--- src/rtl/aer_pkg.sv ---
// Shared definitions for the AER event receiver: default widths and the
// request/acknowledge handshake state encoding.
package aer_pkg;

   localparam int AER_ADDR_W = 4;
   localparam int AER_TS_W   = 16;

   typedef enum logic [1:0] {
      IDLE = 2'd0,
      ACK  = 2'd1,
      GAP  = 2'd2
   } aer_state_e;

endpackage : aer_pkg

--- src/rtl/sync_fifo.sv ---
// First-word-fall-through FIFO: the head entry is read combinationally from
// storage; pointers wrap naturally because DEPTH is a power of two.
module sync_fifo #(
   parameter int WIDTH = 20,
   parameter int DEPTH = 8
) (
   input  logic                     clk,
   input  logic                     rst_n,
   input  logic                     push_i,
   input  logic [WIDTH-1:0]         wdata_i,
   input  logic                     pop_i,
   output logic [WIDTH-1:0]         rdata_o,
   output logic [$clog2(DEPTH):0]   level_o,
   output logic                     full_o
);

   localparam int PW = $clog2(DEPTH);
   localparam int LW = PW + 1;

   logic [WIDTH-1:0] mem_q [DEPTH];
   logic [PW-1:0]    wr_ptr_q, wr_ptr_d;
   logic [PW-1:0]    rd_ptr_q, rd_ptr_d;
   logic [LW-1:0]    level_q, level_d;
   logic             push_en;
   logic             pop_en;

   // Full and empty both come from the registered level, so a same-cycle pop
   // never frees space for a same-cycle push.
   assign full_o  = (level_q == LW'(DEPTH));
   assign push_en = push_i && !full_o;
   assign pop_en  = pop_i && (level_q != '0);

   always_comb begin
      wr_ptr_d = wr_ptr_q;
      rd_ptr_d = rd_ptr_q;
      level_d  = level_q;
      if (push_en) wr_ptr_d = wr_ptr_q + PW'(1);
      if (pop_en)  rd_ptr_d = rd_ptr_q + PW'(1);
      case ({push_en, pop_en})
         2'b10:   level_d = level_q + LW'(1);
         2'b01:   level_d = level_q - LW'(1);
         default: level_d = level_q;
      endcase
   end

   always_ff @(posedge clk or negedge rst_n) begin
      if (!rst_n) begin
         wr_ptr_q <= '0;
         rd_ptr_q <= '0;
         level_q  <= '0;
      end else begin
         wr_ptr_q <= wr_ptr_d;
         rd_ptr_q <= rd_ptr_d;
         level_q  <= level_d;
      end
   end

   always_ff @(posedge clk) begin
      if (push_en) mem_q[wr_ptr_q] <= wdata_i;
   end

   assign rdata_o = mem_q[rd_ptr_q];
   assign level_o = level_q;

endmodule : sync_fifo

--- src/rtl/aer_event_receiver.sv ---
// AER receiver: captures arbiter requests with a timestamp into a FIFO using
// an IDLE -> ACK -> GAP handshake so each neuron gets a cycle to retract.
module aer_event_receiver
   import aer_pkg::*;
#(
   parameter int ADDR_W = AER_ADDR_W,
   parameter int TS_W   = AER_TS_W,
   parameter int DEPTH  = 8
) (
   input  logic                     clk,
   input  logic                     rst_n,
   input  logic                     spike_in,
   input  logic [ADDR_W-1:0]        address_in,
   output logic                     ack_out,
   input  logic                     tick_en,
   output logic                     evt_valid,
   input  logic                     evt_ready,
   output logic [ADDR_W-1:0]        evt_addr,
   output logic [TS_W-1:0]          evt_time,
   output logic [$clog2(DEPTH):0]   fifo_level,
   output logic                     full
);

   localparam int EW = ADDR_W + TS_W;

   aer_state_e          state_q, state_d;
   logic                ack_q, ack_d;
   logic [TS_W-1:0]     ts_q, ts_d;
   logic                push;
   logic                pop;
   logic [EW-1:0]       head_data;

   always_comb begin
      state_d = state_q;
      push    = 1'b0;
      case (state_q)
         IDLE: begin
            if (spike_in && !full) begin
               push    = 1'b1;
               state_d = ACK;
            end
         end
         ACK:     state_d = GAP;
         GAP:     state_d = IDLE;
         default: state_d = IDLE;
      endcase
   end

   // Acknowledge is a flop that mirrors the ACK state, never a decode glitch.
   assign ack_d = (state_d == ACK);
   assign ts_d  = tick_en ? ts_q + TS_W'(1) : ts_q;

   always_ff @(posedge clk or negedge rst_n) begin
      if (!rst_n) begin
         state_q <= IDLE;
         ack_q   <= 1'b0;
         ts_q    <= '0;
      end else begin
         state_q <= state_d;
         ack_q   <= ack_d;
         ts_q    <= ts_d;
      end
   end

   assign evt_valid = (fifo_level != '0);
   assign pop       = evt_valid && evt_ready;

   sync_fifo #(
      .WIDTH (EW),
      .DEPTH (DEPTH)
   ) u_fifo (
      .clk     (clk),
      .rst_n   (rst_n),
      .push_i  (push),
      .wdata_i ({address_in, ts_q}),
      .pop_i   (pop),
      .rdata_o (head_data),
      .level_o (fifo_level),
      .full_o  (full)
   );

   assign {evt_addr, evt_time} = head_data;
   assign ack_out              = ack_q;

endmodule : aer_event_receiver

--- config.mk ---
export PLATFORM = sky130hd
export DESIGN_NAME = aer_event_receiver
export DESIGN_NICKNAME = d
export VERILOG_FILES = /design/src/rtl/aer_pkg.sv /design/src/rtl/sync_fifo.sv /design/src/rtl/aer_event_receiver.sv
export SDC_FILE = /design/constraint.sdc
export NUM_CORES = 1
export LEC_CHECK = 0
export ABC_AREA = 1
export CAP_MARGIN = 10
export CORE_MARGIN = 2
export CORE_UTILIZATION = 60
export DETAILED_ROUTE_END_ITERATION = 12
export PLACE_DENSITY = 0.79
export SYNTH_ARGS = -nofsm -noshare
export SYNTH_HDL_FRONTEND = slang
export SYNTH_SLANG_ARGS = --single-unit
--- constraint.sdc ---
create_clock -name clk -period 2.84 [get_ports clk]
set_input_delay 0.568 -clock clk [delete_from_list [all_inputs] [get_ports clk]]
set_output_delay 0.568 -clock clk [all_outputs]
set_load 0.1 [all_outputs]
==> results.yml <==
status:
  status: "finished, final reports clean"
detailed_routing:
  postRouteAntennaNets: 0
  drc: 0
  routed-via-count: 4995
  totalWireLength_um: 15500
  via_per_inst: 5.65
  drt-pass1-iter-count: 5
  route.met2.wl_um: 8010
  drt-met1-wl_um: 6110
  wl_met3_um: 1080
  drt_iter0_drc: 551
  routedWlPerCell_um: 17.5
  top_layer: "met4"
critical_path:
  path_delay_family: "buffers and inverters"
  critPathRequiredTime_ps: 2270
  critPathLaunchType: "flip-flop"
  cp_cell_sequence: "inv_2 > buf_12 > o21ai_0 > o21ai_0 > nand2_1 > nand2_1 > buf_12"
  cp_data_arrival_time_ps: 2160
  crit_buf_inv: 3
  critPathMaxStageDelay_ps: 440
  worstPathMaxFanout: 36
  critPathKind: "flip-flop to primary output"
  crit_path_end_kind: "primary output"
  cpMaxStageDelayCell: "dfrtp_2"
timing:
  rsz0062_at_grt: "no"
  fin_crit_sh_pct: 96.1
  slew_violations: 0
  tightestPinTransition_ps: 481
  holdWs_ps: 421
  clock_skew_ps: 6.50
  period_needed_ps: 2730
  max_freq_mhz: 366
  final-setup-viol-count: 0
  relSlewSlack_pct: 67.9
  hold_viol: 0
yosys:
  yosys.area.top_type_share_pct: 62.2
  syn_inst: 660
  synth_warnings: 0
  synthDistinctLibCells: 31
  synth_top_cell_by_area: "edfxtp_1"
  syn_area_per_cell_sq_um: 11.7
  synthTopCellsByArea: "edfxtp_1 62%, dfrtp_1 9.4%, o21ai_0 6.9%, nor2_1 6.8%, nand2_1 5.0%"
  synth_seq_cells: 189
  syn-num-nets: 675
  synth_area_sq_mm: 0.00772
  seq_area_frac_synth_pct: 71.6
cells_and_area:
  drive_above_1_share_pct: 13.1
  n_fill_cell: 776
  final_cell_mix: "160 x edfxtp_1, 131 x nor2_1, 106 x o21ai_0, 101 x nand2_1, 27 x dfrtp_1"
  final_common_cell: "edfxtp_1"
  regArea_sq_mm: 0.00553
  multiInputGateArea_sq_mm: 0.00197
  synthToLayoutAreaGrowth_pct: 17.5
  num_antenna_cells: 0
  layout.nets: 714
die:
  die_w_um: 117
  rows: 41
  start_util_pct: 61.4
  die-area_sq_mm: 0.0138
  coreArea_sq_mm: 0.0126
  die_y_um: 117
  ioPinCount: 36
cts:
  clkLatencyLatePin_ps: 430
  cts_max_level: 4
  cts_sinks: 189
  cts_tree: "yes"
  cts_buffers: 17
  holdBufCountCts: 0
  post_cts_buffers: 0
  cts_resized: 0
  cts_max_path_buffers: 2
  clkSlewWorstSetupHoldPaths_ps: 60
  cts_root_buf: "clkbuf_16"
global_route:
  grt_pass1_wl_um: 24300
  grt_start_max_net_pins: 82
  grt_pass1_vias: 4713
  antenna_found_initial: 0
  overflow: 0
  grt_usage_pct: 23.2
flow_run:
  cap_viol_max_count: 0
placed_design:
  io_buffer_count: 35
  hpwlAfterDp_um: 8760
  globalplace.congestion: 0.760
worst_hold_path:
  min_path_type: "flip-flop to flip-flop"
## cells in the mapped netlist
library cell	number
a31oi_1	1
or2_2	1
buf_1	1
nand2_1	102
nand3_1	10
nor3_1	1
clkbuf_2	3
nand4_1	3
nor3_4	1
or2_4	1
xor2_2	1
buf_2	14
nand3b_1	1
edfxtp_1	160
buf_6	1
nand2_4	2
o21ai_1	18
nand3_2	1
clkbuf_1	11
inv_2	1
xor2_1	10
o21ai_0	106
nor2_1	139
nor2_2	2
nor2_8	1
xnor2_1	6
dfrtp_1	29
ha_1	6
a21oi_1	1
inv_1	25
buf_4	1
## layer usage
| layer | global-route usage, % | vias up |
|---|---|---|
| met5 | 0 | - |
| met4 | 9.26 | 0 |
| met3 | 4.55 | 27 |
| met2 | 38.6 | 216 |
| met1 | 30.4 | 2413 |
| li1 | - | 2339 |
## sequential cells by signal, indices dropped and copies added, names as in the netlist
name / flops
ts_q: 16
state_q: 2
u_fifo.level_o: 4
ack_out: 1
u_fifo.mem_q: 160
u_fifo.wr_ptr_q: 3
u_fifo.rd_ptr_q: 3
## logic make-up (layout without fill, tap and decap cells)
group	after synthesis	count (layout)	synth area share, %
AND/OR/NAND/NOR	265	265	14.0
flip-flops	189	189	71.6
AO/OA/AOI/OAI	126	126	8.18
buffers and inverters	57	109	3.19
XOR/XNOR	17	17	2.03
adder cells (fa/ha/maj)	6	6	0.972
## per-stage QoR
stage                     instances  setup slack [ps]  instance area [sq um]  TNS, ps  util (%)
after global placement          852               541                   8520        0      67.8
after global routing            884              47.6                   9070        0      72.2
after detailed placement        852               406                   8520        0      67.8
final                           884               109                   9070        0      72.2
after CTS                       884              76.5                   9070        0      72.2
after floorplan                 660              -122                   7730    -9850         -
## worst reg2reg max path, delay by kind of cell, from the launching register on
kind,cells,cell delay [ps]
simple gates,6,840
flops,1,440
fa+ha+maj,2,410
buf+inv,2,200
compound gates,2,210
## path summary, 6_finish.rpt
path                                    startpoint                 end  slack (ps)  cells after the start
worst min-delay path                    state_q[1]          state_q[1]         420                      1
worst min register to register          state_q[1]          state_q[1]         420                      1
max in group asynchronous                    rst_n  u_fifo.rd_ptr_q[0]        2020                      2
min in group asynchronous                    rst_n             ts_q[1]         520                      2
worst max-delay path            u_fifo.rd_ptr_q[0]         evt_time[0]         110                      7
worst max register to register   u_fifo.level_o[0]   u_fifo.level_o[2]         660                     12
## layout make-up
cell class / count / area share, %
Clock buffer: 22 / 5.12
Clock inverter: 10 / 1.01
Inverter: 26 / 1.08
Multi-Input combinational cell: 414 / 21.7
Sequential cell: 189 / 61.0
Tap cell: 172 / 2.37
Timing Repair Buffer: 51 / 7.75
Power is left out: the tool's default activity adds up to more than one toggle a clock period on the data nets, which glitch-free logic cannot reach.
==> edit 1, RTL diff (same settings) <==
Put a register stage on the output `fifo_level`, without a reset. The value now appears one clock later. The other outputs are not delayed to match.
--- a/src/rtl/aer_event_receiver.sv
+++ b/src/rtl/aer_event_receiver.sv
@@ -24,2 +24,4 @@
    localparam int EW = ADDR_W + TS_W;
+
+   logic [$clog2(DEPTH):0] fifo_level_d;
 
@@ -64,3 +66,3 @@
 
-   assign evt_valid = (fifo_level != '0);
+   assign evt_valid = (fifo_level_d != '0);
    assign pop       = evt_valid && evt_ready;
@@ -77,3 +79,3 @@
       .rdata_o (head_data),
-      .level_o (fifo_level),
+      .level_o (fifo_level_d),
       .full_o  (full)
@@ -84,2 +86,6 @@
 
+   always_ff @(posedge clk) begin
+      fifo_level <= fifo_level_d;
+   end
+
 endmodule : aer_event_receiver
Behaviour: not the same (Yosys sat finds a counterexample within 4 cycles, from zero or initial values and one cycle with rst_n low).
==> edit 1 against the unedited design <==
  * Wire length rose by 5.0%
  * Sequential cell count rose by 4
  * Worst setup slack gained 0.075 ns
  * Count of clock-buffer cells in the layout is 2 lower
  * Core utilization grew 0.11 points
  * Sequential share of layout area up 0.32 points
  * Final cell count grew 0.57%
  * Clock skew up 0.0010 ns
  * Largest cell class unchanged
  * Critical path depth grew 1
  * Synthesized area rose by 1.0%
  * Final area up 0.97%
  * Maximum frequency up 2.8%
Power is not shown: default switching activity piles up to over one toggle a cycle in this logic, so the estimate is an artifact.
==> edit 1: results (changes against the unedited design) <==
Logic synthesis
  – Post-synthesis cell type count: 30 (-3.2%)
  – Post-synthesis sequential area ratio: 71.9% (+0.31 points)
  – Synth Area in Compound Gates: 8.08% (-0.097 points)
  – Async set-reset flop share out of synthesis: 15.0% (-0.32 points)
  – Synth area leaders: edfxtp_1 (62%), dfrtp_1 (9.3%), o21ai_0 (6.9%)
  – Synth Area in Adders: 0.962% (-0.0097 points)
  – Post-synth net total: 678 (+0.44%)
  – Most frequent cells after synthesis: edfxtp_1 (160), nor2_1 (138), o21ai_0 (107)
  – Synth Area in XOR/XNOR: 2.12% (+0.092 points)

Layout
  – Number of diodes: 0 (unchanged)
  – Share of post-route cells with drive strength above 1: 13.2% (+0.19 points)
  – Nets: 719 (+0.70%)
  – Filler cells: 806 (+3.9%)

Routing
  – Detailed Route Iter0 Violations: 570 (+3.4%)
  – Via count: 5030 (+0.70%)

Critical path
  – Reg2reg setup slack: 0.75 ns (+0.09 ns)
  – Critical path data arrival time: 2.09 ns (-0.07 ns)
  – Worst R2R Path Depth: 11 (-1)
  – Worst Path Max Fanout: 44 (+22%)

Timing
  – Final Skew: 0.00753 ns (+0.00104 ns)
  – Measured slew at the worst slew-check pin: 0.526 ns (+0.0442 ns)

Placement
  – Hpwl dp: 9220 µm (+5.3%)

GRT
  – Total GRT Usage: 24.7% (+1.5 points)
  – First-pass GRT wire length: 25800 µm (+6.0%)
  – Pin count of the biggest net entering global routing: 64 (-22%)

Status
  – Status: finished, final reports clean
[edit 1: cell types whose count changed after synthesis]
cell,unedited run,this run
a31oi_1,1,0
o21ai_0,106,107
dfxtp_1,0,4
or2_2,1,0
nor2_1,139,138
xnor2_1,6,7
[edit 1: critical path: stages, from the launching register on]
cell and delay, ns:
dfrtp_2 0.40, buf_4 0.40, nor2_1 0.10, nor2_1 0.08, o21ai_0 0.11, o21ai_0 0.13, nand2_1 0.09, nand2_1 0.14
buf_12 0.18
[edit 1: timing repair]
| item | 4_1_cts | 5_1_grt |
|---|---|---|
| setup buffers | 0 | 1 |
| setup endpoints to repair | 0 | 4 |
| resized for setup | 0 | 2 |
| hold buffers | 0 | 0 |
[edit 1: layer usage]
layer / wire, µm / GRT usage [%] / vias up / part of all wire, %
met3: 1080 / 5.28 / 35 / 6.7
li1: - / - / 2349 / -
met5: 0 / 0 / - / 0
met2: 8260 / 39.8 / 205 / 51
met1: 6500 / 32.2 / 2441 / 40
met4: 409 / 11.8 / 0 / 2.5
[edit 1: cell type report]
class                           count  area share, %
Sequential cell                   193           61.3
Multi-Input combinational cell    413           21.4
Timing Repair Buffer               53           7.51
Clock buffer                       20           4.88
Tap cell                          172           2.35
Clock inverter                     12           1.46
Inverter                           26           1.07
[edit 1: kinds of logic after synthesis]
family / after synthesis
adders and majority gates: 6
DFF: 193
buffers and inverters: 57
and+or+nand+nor: 263
AOI/OAI and AO/OA: 126
xor gates and xnor gates: 18
[edit 1: through the flow]
step           std cells  setup WS, ns  cell area, µm²  hold slack [ns]
2_1_floorplan        663         0.310            7800            0.272
3_3_place_gp         856         0.565            8560            0.410
3_5_place_dp         856         0.467            8560            0.435
4_1_cts              888        0.0607            9140            0.444
5_1_grt              889        0.0214            9160            0.449
6_report             889         0.185            9160            0.437
==> edit 2, RTL diff (same settings) <==
Made on the original files. Set the package constant `AER_TS_W` to 32 (it was 16).
--- a/src/rtl/aer_pkg.sv
+++ b/src/rtl/aer_pkg.sv
@@ -5,3 +5,3 @@
    localparam int AER_ADDR_W = 4;
-   localparam int AER_TS_W   = 16;
+   localparam int AER_TS_W   = 32;
 
Interface: changed (resized evt_time); port bits go from 36 to 52. The function was not compared with the original's and may differ.
==> edit 2 against the unedited design <==
  * Worst setup slack worse by 0.11 ns
  * Sequential cell count up 144
  * Final cell count grew 57%
  * Global-route usage up 0.54 points
  * Wire length increased by 82%
  * Clock skew up 0.0026 ns
  * Synthesized area is 77% higher
  * Final area increased by 77%
  * Core utilization down 0.75 points
  * Critical endpoint is now evt_time[30]
  * Highest routed layer unchanged
Power is not shown: default switching activity piles up to over one toggle a cycle in this logic, so the estimate is an artifact.
==> edit 2: results (changes against the unedited design) <==
Clock network
  – Clk Latency, worst-skew pair: 0.55 ns (+0.12 ns)
  – CTS Buffer Depth: 3 (+1)
  – Clock Pin Slew Worst Setup and Hold Paths: 0.06 ns (about the same)
  – H-tree levels: 1 (-3)
  – Total CTS buffers: 31 (+14)
  – Root buffer cell: clkbuf_16

Logic synthesis
  – Post-synthesis cell type count: 37 (+19%)
  – Post-synth net total: 1034 (+53%)
  – Async set-reset flop share out of synthesis: 13.5% (-1.8 points)
  – Number of enable flip-flop cells after synthesis: 288 (+80%)
  – Count leader, synth: edfxtp_1
  – Post-synthesis sequential area ratio: 71.7% (about the same)
  – Most frequent cells after synthesis: edfxtp_1 (288), nand2_1 (183), nor2_1 (101)
  – Synth area leaders: edfxtp_1 (63%), dfrtp_1 (8.3%), mux2i_1 (5.3%)
  – Synth warn: 0 (unchanged)

GRT
  – Initial antenna violation count: 0 (unchanged)
  – Vias in the first global route: 8275 (+76%)
  – Total GRT Usage: 23.7% (+0.54 points)
  – First-pass GRT wire length: 44000 µm (+81%)
  – Pin count of the biggest net entering global routing: 52 (-37%)

Layout
  – Reg with most FFs: u_fifo.mem_q
  – Number of diodes: 0 (unchanged)
  – Largest register FFs: 288 (+80%)
  – Share of post-route cells with drive strength above 1: 14.9% (+1.9 points)
  – Nets: 1097 (+54%)

Timing
  – Fin Hold WS: 0.0199 ns (-0.401 ns)
  – Final setup margin: 0.00125 ns (-0.108 ns)
  – Final Skew: 0.00912 ns (+0.00263 ns)
  – Slew margin rel.: 60.3% (-7.6 points)

Placement
  – GPL Wtd Cong: 0.806 (+6.1%)
  – Placement Setup Slack: 0.369 ns (-0.0371 ns)
  – Port bufs: 51 (+46%)
  – Hpwl dp: 15100 µm (+72%)

Routing
  – Final wirelength: 28200 µm (+82%)
  – Detailed Route Iter0 Violations: 789 (+43%)
  – Pre-Repair DR Iteration Count: 8 (+3)
  – Vias per inst: 5.94 (+5.2%)

Status
  – Status: finished, final reports clean

Critical path
  – Worst Path Max Fanout: 44 (+22%)
  – Critical path data arrival time: 2.27 ns (+0.11 ns)
  – Reg2reg setup slack: 0.68 ns (+0.02 ns)

Min path
  – HP Class: in -> async
-- edit 2: cell types whose count changed in the layout (fill, tap and decap cells not counted), sizes merged, moves of 14 or more --
cell,delta
edfxtp,+128
nand2,+86
mux2i,+72
o22ai,+72
o21ai,-49
nor2,-31
buf,+28
dfrtp,+16
clkbuf,+14
nand3,+14
-- edit 2: timing repair --
| action | CTS | global route |
|---|---|---|
| gates resized for setup | 9 | 8 |
| endpoints found under the setup margin | 24 | 32 |
| cloned | 1 | 0 |
| buffers inserted | 1 | 2 |
-- edit 2: stage by stage --
step | instances | instance area (µm²)
final | 1390 | 16100
after global routing | 1390 | 16100
after CTS | 1388 | 16000
after detailed placement | 1330 | 14900
after global placement | 1330 | 14900
after floorplan | 1019 | 13700
-- edit 2: kinds of logic (layout without fill, tap and decap cells) --
kind of cell	after synthesis	after routing	synth area share (%)
XOR/XNOR	29	29	2.08
multiplexers	72	72	5.28
adder cells (fa/ha/maj)	6	6	0.550
buffers and inverters	87	173	3.17
flip-flops	333	333	71.7
AO/OA/AOI/OAI	148	148	6.09
AND/OR/NAND/NOR	344	344	11.2
-- edit 2: worst max-delay path: stages (launching register included) --
cell and delay (ns):
dfrtp_4 0.54, buf_12 0.27, o21ai_0 0.16, o22ai_1 0.23, nand2_1 0.11, nand2_1 0.18
buf_12 0.20
-- edit 2: area by class of cell --
| class | instances | area (µm²) |
|---|---|---|
| inverter | 39 | 159 |
| clock buffer | 36 | 795 |
| timing repair buffer | 78 | 1250 |
| tap | 285 | 357 |
| multi-input combinational | 599 | 3500 |
| clock inverter | 20 | 229 |
| fill | 1332 | 6430 |
| sequential | 333 | 9790 |
-- edit 2: worst paths after layout --
| check | startpoint | endpoint | depth (start not counted) |
|---|---|---|---|
| setup / recovery | u_fifo.rd_ptr_q[0]$_DFFE_PN0P_ | evt_time[30] | 6 |
| hold / removal | rst_n | state_q[0]$_DFF_PN0_ | 1 |
| setup reg to reg | u_fifo.level_o[1]$_DFFE_PN0P_ | u_fifo.level_o[2]$_DFFE_PN0P_ | 11 |
| hold reg to reg | state_q[1]$_DFF_PN0_ | state_q[1]$_DFF_PN0_ | 1 |
| max in group asynchronous | rst_n | ts_q[15]$_DFFE_PN0P_ | 2 |
| min in group clk | state_q[1]$_DFF_PN0_ | state_q[1]$_DFF_PN0_ | 1 |
-- edit 2: per-layer routing --
metal,wire length [µm],vias to the layer above,GRT usage (%)
met5,0,-,0
met4,698,0,6.92
met3,2100,52,3.05
met2,13900,352,39.4
met1,11500,4054,33.4
li1,-,3801,-
